<file path="config.mk">
export PLATFORM = sky130hd
export DESIGN_NAME = dmi_dispatch
export DESIGN_NICKNAME = d
export VERILOG_FILES = /design/src/rtl/dm_pkg.sv /design/src/rtl/dmi_addr_decode.sv /design/src/rtl/dmi_dispatch.sv
export SDC_FILE = /design/constraint.sdc
export NUM_CORES = 1
export LEC_CHECK = 0
export BUFFER_PORTS_ARGS = -buffer_cell sky130_fd_sc_hd__clkbuf_2
export CORE_UTILIZATION = 40
export CTS_CLUSTER_DIAMETER = 200
export CTS_CLUSTER_SIZE = 28
export DETAILED_ROUTE_END_ITERATION = 10
export HOLD_SLACK_MARGIN = 0.15
export PLACE_DENSITY = 0.67
export SLEW_MARGIN = 30
export SYNTH_ARGS = -nofsm -noshare
export SYNTH_HDL_FRONTEND = slang
export SYNTH_SLANG_ARGS = --single-unit
</file>
<file path="constraint.sdc">
create_clock -name clk_i -period 4.36 [get_ports clk_i]
set_input_delay 1.308 -clock clk_i [delete_from_list [all_inputs] [get_ports clk_i]]
set_output_delay 1.308 -clock clk_i [all_outputs]
set_load 0.005 [all_outputs]
</file>
<file path="src/rtl/dm_pkg.sv">
// DMI shared types: op/response encodings
// and request/response bundles.
package DM;

  localparam int DMI_ADDR_W = 7;
  localparam int DMI_DATA_W = 32;

  typedef enum logic [1:0] {
    OP_NOP   = 2'd0,
    OP_READ  = 2'd1,
    OP_WRITE = 2'd2,
    OP_RSVD  = 2'd3
  } dmi_op_e;

  typedef enum logic [1:0] {
    RESP_OK   = 2'd0,
    RESP_RSVD = 2'd1,
    RESP_FAIL = 2'd2,
    RESP_BUSY = 2'd3
  } dmi_resp_e;

  typedef struct packed {
    logic [DMI_ADDR_W-1:0] addr;
    dmi_op_e               op;
    logic [DMI_DATA_W-1:0] data;
  } dmi_req_t;

  typedef struct packed {
    logic [DMI_DATA_W-1:0] data;
    dmi_resp_e             resp;
  } dmi_resp_t;

endpackage

</file>
<file path="src/rtl/dmi_addr_decode.sv">
// Region decode: address -> hit, one-hot
// target, offset from the target base.
module dmi_addr_decode #(
  parameter int ADDR_W = 7,
  parameter int N_TGT  = 2,
  parameter logic [N_TGT*ADDR_W-1:0] TGT_BASE = {7'h10, 7'h38},
  parameter logic [N_TGT*ADDR_W-1:0] TGT_SIZE = {7'h28, 7'h08}
) (
  input  logic [ADDR_W-1:0] addr,
  output logic              hit,
  output logic [N_TGT-1:0]  onehot,
  output logic [ADDR_W-1:0] offset
);

  logic [ADDR_W-1:0] base;
  logic [ADDR_W-1:0] size;
  logic [ADDR_W:0]   lo;
  logic [ADDR_W:0]   hi;

  // Target 0 is the leftmost slice; walk down so the lowest index wins.
  always_comb begin
    hit    = 1'b0;
    onehot = '0;
    offset = '0;
    base   = '0;
    size   = '0;
    lo     = '0;
    hi     = '0;
    for (int k = N_TGT - 1; k >= 0; k--) begin
      base = TGT_BASE[(N_TGT-1-k)*ADDR_W +: ADDR_W];
      size = TGT_SIZE[(N_TGT-1-k)*ADDR_W +: ADDR_W];
      lo   = {1'b0, base};
      hi   = lo + {1'b0, size};
      if ({1'b0, addr} >= lo && {1'b0, addr} < hi) begin
        hit    = 1'b1;
        onehot = N_TGT'(1) << k;
        offset = addr - base;
      end
    end
  end

endmodule

</file>
<file path="src/rtl/dmi_dispatch.sv">
// DMI request dispatcher: decodes, issues to
// one target, waits with timeout, responds.
module dmi_dispatch
  import DM::*;
#(
  parameter int ADDR_W  = 7,
  parameter int DATA_W  = 32,
  parameter int N_TGT   = 2,
  parameter logic [N_TGT*ADDR_W-1:0] TGT_BASE = {7'h10, 7'h38},
  parameter logic [N_TGT*ADDR_W-1:0] TGT_SIZE = {7'h28, 7'h08},
  parameter int TIMEOUT = 256
) (
  input  logic                    clk_i,
  input  logic                    rst_i,
  input  logic                    dmi_req_valid_i,
  output logic                    dmi_req_ready_o,
  input  logic [ADDR_W-1:0]       dmi_req_addr_i,
  input  logic [1:0]              dmi_req_op_i,
  input  logic [DATA_W-1:0]       dmi_req_data_i,
  output logic                    dmi_resp_valid_o,
  input  logic                    dmi_resp_ready_i,
  output logic [DATA_W-1:0]       dmi_resp_data_o,
  output logic [1:0]              dmi_resp_resp_o,
  output logic [N_TGT-1:0]        tgt_req_o,
  input  logic [N_TGT-1:0]        tgt_gnt_i,
  output logic                    tgt_we_o,
  output logic [ADDR_W-1:0]       tgt_addr_o,
  output logic [DATA_W-1:0]       tgt_wdata_o,
  input  logic [N_TGT-1:0]        tgt_rvalid_i,
  input  logic [N_TGT*DATA_W-1:0] tgt_rdata_i,
  input  logic [N_TGT-1:0]        tgt_err_i
);

  localparam int CW = $clog2(TIMEOUT) + 1;
  localparam logic [CW-1:0] CNT_LAST = CW'(TIMEOUT - 1);

  localparam logic [1:0] S_IDLE  = 2'd0;
  localparam logic [1:0] S_ISSUE = 2'd1;
  localparam logic [1:0] S_WAIT  = 2'd2;
  localparam logic [1:0] S_RESP  = 2'd3;

  logic [1:0]        state;
  logic [N_TGT-1:0]  sel;
  logic              rd_op;
  logic [CW-1:0]     cnt;
  logic [CW-1:0]     cnt_nxt;
  logic              expired;
  logic [DATA_W-1:0] rsp_data;
  dmi_resp_e         rsp_code;

  logic              dec_hit;
  logic [N_TGT-1:0]  dec_oh;
  logic [ADDR_W-1:0] dec_off;

  logic              gnt;
  logic              rvalid;
  logic              err;
  logic [DATA_W-1:0] rdata;
  logic [DATA_W-1:0] done_data;
  dmi_resp_e         done_code;
  dmi_op_e           op;

  dmi_addr_decode #(
    .ADDR_W   (ADDR_W),
    .N_TGT    (N_TGT),
    .TGT_BASE (TGT_BASE),
    .TGT_SIZE (TGT_SIZE)
  ) u_dec (
    .addr   (dmi_req_addr_i),
    .hit    (dec_hit),
    .onehot (dec_oh),
    .offset (dec_off)
  );

  assign op      = dmi_op_e'(dmi_req_op_i);
  assign gnt     = |(tgt_gnt_i & sel);
  assign rvalid  = |(tgt_rvalid_i & sel);
  assign err     = |(tgt_err_i & sel);
  assign cnt_nxt = cnt + 1'b1;
  assign expired = cnt_nxt >= CNT_LAST;

  always_comb begin
    rdata = '0;
    for (int k = 0; k < N_TGT; k++) begin
      if (sel[k]) begin
        rdata = rdata | tgt_rdata_i[k*DATA_W +: DATA_W];
      end
    end
  end

  assign done_code = err ? RESP_FAIL : RESP_OK;
  assign done_data = (rd_op && !err) ? rdata : '0;

  assign dmi_req_ready_o  = state == S_IDLE;
  assign dmi_resp_valid_o = state == S_RESP;
  assign dmi_resp_data_o  = rsp_data;
  assign dmi_resp_resp_o  = rsp_code;
  assign tgt_req_o        = (state == S_ISSUE) ? sel : '0;

  always_ff @(posedge clk_i or posedge rst_i) begin
    if (rst_i) begin
      state       <= S_IDLE;
      sel         <= '0;
      rd_op       <= 1'b0;
      cnt         <= '0;
      rsp_data    <= '0;
      rsp_code    <= RESP_OK;
      tgt_we_o    <= 1'b0;
      tgt_addr_o  <= '0;
      tgt_wdata_o <= '0;
    end else begin
      unique case (state)
        S_IDLE: begin
          if (dmi_req_valid_i) begin
            tgt_we_o    <= (op == OP_WRITE);
            rd_op       <= (op == OP_READ);
            tgt_addr_o  <= dec_off;
            tgt_wdata_o <= dmi_req_data_i;
            sel         <= dec_oh;
            cnt         <= '0;
            rsp_data    <= '0;
            rsp_code    <= RESP_FAIL;
            state       <= S_RESP;
            unique case (op)
              OP_NOP: rsp_code <= RESP_OK;
              OP_READ, OP_WRITE: begin
                if (dec_hit) begin
                  state <= S_ISSUE;
                end
              end
              OP_RSVD: ;
            endcase
          end
        end
        // A completion in the expiry cycle still wins.
        S_ISSUE: begin
          if (gnt && rvalid) begin
            state    <= S_RESP;
            rsp_code <= done_code;
            rsp_data <= done_data;
          end else if (gnt) begin
            state <= S_WAIT;
            cnt   <= cnt_nxt;
          end else if (expired) begin
            state    <= S_RESP;
            rsp_code <= RESP_BUSY;
            rsp_data <= '0;
          end else begin
            cnt <= cnt_nxt;
          end
        end
        S_WAIT: begin
          if (rvalid) begin
            state    <= S_RESP;
            rsp_code <= done_code;
            rsp_data <= done_data;
          end else if (expired) begin
            state    <= S_RESP;
            rsp_code <= RESP_BUSY;
            rsp_data <= '0;
          end else begin
            cnt <= cnt_nxt;
          end
        end
        S_RESP: begin
          if (dmi_resp_ready_i) begin
            state    <= S_IDLE;
            rsp_data <= '0;
            rsp_code <= RESP_OK;
          end
        end
        default: state <= S_IDLE;
      endcase
    end
  end

endmodule
</file>
==> impl_metrics.tcl <==
set metrics [dict create \
    dp_hpwl_microns 8130 \
    rsz0062_at_grt "no" \
    antenna_cells 0 \
    ctsHtreeMaxLevel 3 \
    synthToLayoutAreaGrowth_pct 30.0 \
    initial_core_util 0.411 \
    holdWs_ns 0.492 \
    globalRouteTotalUtil 0.213 \
    cts_root_buf "clkbuf_8" \
    yosys.area.top_type_share 0.519 \
    start_kind "flip-flop" \
    grt_max_degree 65 \
    required_ns 3.05 \
    routabilityCongestion 0.840 \
    yosysMostFrequentCell "dfrtp_1" \
    ir_worst_vdd_mv 0.194 \
    final_nets 682 \
    synth_xor_area_frac 0.00825 \
    outcome "completed" \
    power.internal_mw 1.10 \
    synth_top_family_by_area "compound AO/OA/AOI/OAI gates" \
    slew_headroom 0.427 \
    synth-compound-area-share 0.227 \
    end_kind "primary output" \
    vias_per_cell 5.35 \
    cts_hold_buf 0 \
    ff2ff_setup_slack_ns 1.52 \
    drtAntennaViolNets 0 \
    clock_skew_ns 0.0118 \
    worst-path-max-fanout 27 \
    cts_tree "yes" \
    p_sw_uw 338 \
    p_seq_frac 0.567 \
    vias 3718 \
    async_reset_ff_frac 1.00 \
    nFillCells 953 \
    core-area_sq_um 10300 \
    slew_violations 0 \
    row_count 37 \
    maxCapViolCount 0 \
    num_io_pins 193 \
    dieArea_sq_um 11000 \
    die_y_microns 105 \
    share_comb_of_total_power 0.056 \
    wl_per_cell_microns 16.0 \
    r2r-start "cnt[0]" \
    cts.sinks 88 \
    netlist_area_sq_um 4240 \
    arrival_ns 1.69 \
    power.share.switching 0.235 \
    p_leak_nw 2.85 \
    synthSimpleGateAreaFrac 0.0713 \
    grt_pass1_vias 3751 \
    fin_crit_ns 3.00 \
    power.density_nw_per_um2 261 \
    setup_violations 0 \
    syn-num-nets 498 \
    synth-seq-cells 88 \
    antenna_found_initial 0 \
    die-width_microns 105 \
    path_clk_slew_ns 0.09 \
    reg2reg_depth 8 \
    grt_pass1_wl_microns 18500 \
    finalNonFillerCells 695 \
    synth_edf_count 0 \
    fin_tns_setup_ns 0 \
    postSynthAreaPerCell_sq_um 11.5 \
    cts_buffer_depth 2 \
    cts_setup_buffers 0 \
    crit_end "tgt_req_o[1]" \
    slowest_delay_ns 0.65 \
    cp-startpoint "sel[1]" \
    seq_area_frac_synth 0.519 \
    synth_area_leaders "dfrtp_1 52%, mux2_2 9.3%, o2bb2ai_1 6.8%" \
    ys_warn_count 0 \
    clock_latency_ns 0.35 \
    r2r-end "dmi_resp_data_o[5]" \
    grt_overflow_total 0 \
    synth_fa_ha_area_frac 0.0383 \
    max_freq_mhz 334 \
    dr.pass1.iters 4 \
    drive_gt1_frac 0.454 \
    dominantRegCellSynth "dfrtp_1" \
    synth.distinct_cells 50 \
    hold_violations 0 \
    synth_mux_area_frac 0.0952 \
    cts_made_buffers 9 \
    drc 0 \
    worstPathCellList "buf_4 > and2_1 > clkbuf_2" \
    period_share 0.688 \
    hold_path_class "flip-flop to flip-flop" \
    port_buffers 192 \
    wirelength_microns 11100 \
    post_cts_resized 0 \
    place_inst 679 \
    critPathSlowestCell "dfrtp_1" \
    clockPowerShare 0.377 \
    synth_common_cells "88 x dfrtp_1, 36 x a22oi_1, 35 x mux2_2" \
    drtIter0Drc 161 \
    critPathKind "flip-flop to primary output" \
    yosys.area.top_type "dfrtp_1" \
    tightest_slew_ns 0.860 \
    syn_inst 370 \
]
sequential cells by signal (all words and copies together) (netlist names):
register	cells
dmi_resp_resp_o	2
sel	2
state	2
cnt	9
dmi_resp_data_o	32
tgt_addr_o	7
rd_op	1
tgt_we_o	1
tgt_wdata_o	32
how the worst min path moves through the flow:
stage                        start                   to  depth (start not counted)
2_1_floorplan        tgt_addr_o[5]        tgt_addr_o[5]                          2
3_3_place_gp         tgt_addr_o[6]        tgt_addr_o[6]                          1
3_5_place_dp         tgt_addr_o[6]        tgt_addr_o[6]                          1
4_1_cts              tgt_addr_o[6]        tgt_addr_o[6]                          1
5_1_grt        dmi_resp_data_o[11]  dmi_resp_data_o[11]                          1
6_report        dmi_resp_data_o[4]   dmi_resp_data_o[4]                          1
placed cells by master, fill, tap and decap left out, drive strengths merged, types with 6 or more instances in the layout:
cell type	count
nor2	15
dfrtp	88
a22o	6
clkbuf	203
a22oi	36
o2bb2ai	33
a21oi	10
inv	18
ha	13
o21ai	13
mux2	35
nand2	16
nor3	6
buf	6
kinds of logic (layout without fill, tap and decap cells):
| kind of cell | count (synthesis) | count (layout) |
|---|---|---|
| flops | 88 | 88 |
| simple gates | 59 | 59 |
| xor+xnor | 4 | 4 |
| buf+inv | 43 | 232 |
| compound gates | 127 | 127 |
| mux | 36 | 36 |
| fa+ha+maj | 13 | 13 |
stage by stage:
stage                     total power [mW]  cell area, sq um  setup WS (ns)  utilization
final                                 1.44              5520           1.36        0.534
after global routing                  1.50              5520           1.26        0.534
after CTS                             1.46              5520           1.33        0.534
after detailed placement             0.914              5330           1.28        0.516
after global placement               0.911              5320           1.36        0.515
after floorplan                      0.852              4240          0.773            -
power groups by stage:
stage	Sequential (mW)	Clock, mW	Combinational (mW)
final	0.815	0.542	0.0802
after global routing	0.816	0.594	0.0916
after CTS	0.815	0.560	0.0824
after detailed placement	0.832	0	0.0819
after global placement	0.832	0	0.0796
after floorplan	0.832	0	0.0203
area by class of cell:
class                      instances  area, sq um  share of cell area
sequential                        88         2200               0.399
multi-input combinational        239         1880               0.340
timing repair buffer             198         1010               0.182
tap                              136          170              0.0308
clock buffer                      11          151              0.0274
inverter                          18         72.6              0.0132
clock inverter                     5         38.8             0.00703
per-layer routing:
| metal | vias to the layer above | track usage | share of wire |
|---|---|---|---|
| li1 | 1755 | - | - |
| met1 | 1797 | 0.274 | 0.43 |
| met4 | 0 | 0.0674 | 0.013 |
| met5 | - | 0 | 0 |
| met2 | 152 | 0.352 | 0.49 |
| met3 | 14 | 0.0536 | 0.069 |
critical path: cells and delay by family, from the launching register on:
family / cells / cell delay [ns]
buf+inv: 2 / 0.52
flops: 1 / 0.65
simple gates: 1 / 0.18
No activity file was read; power rests on OpenSTA's default activity.
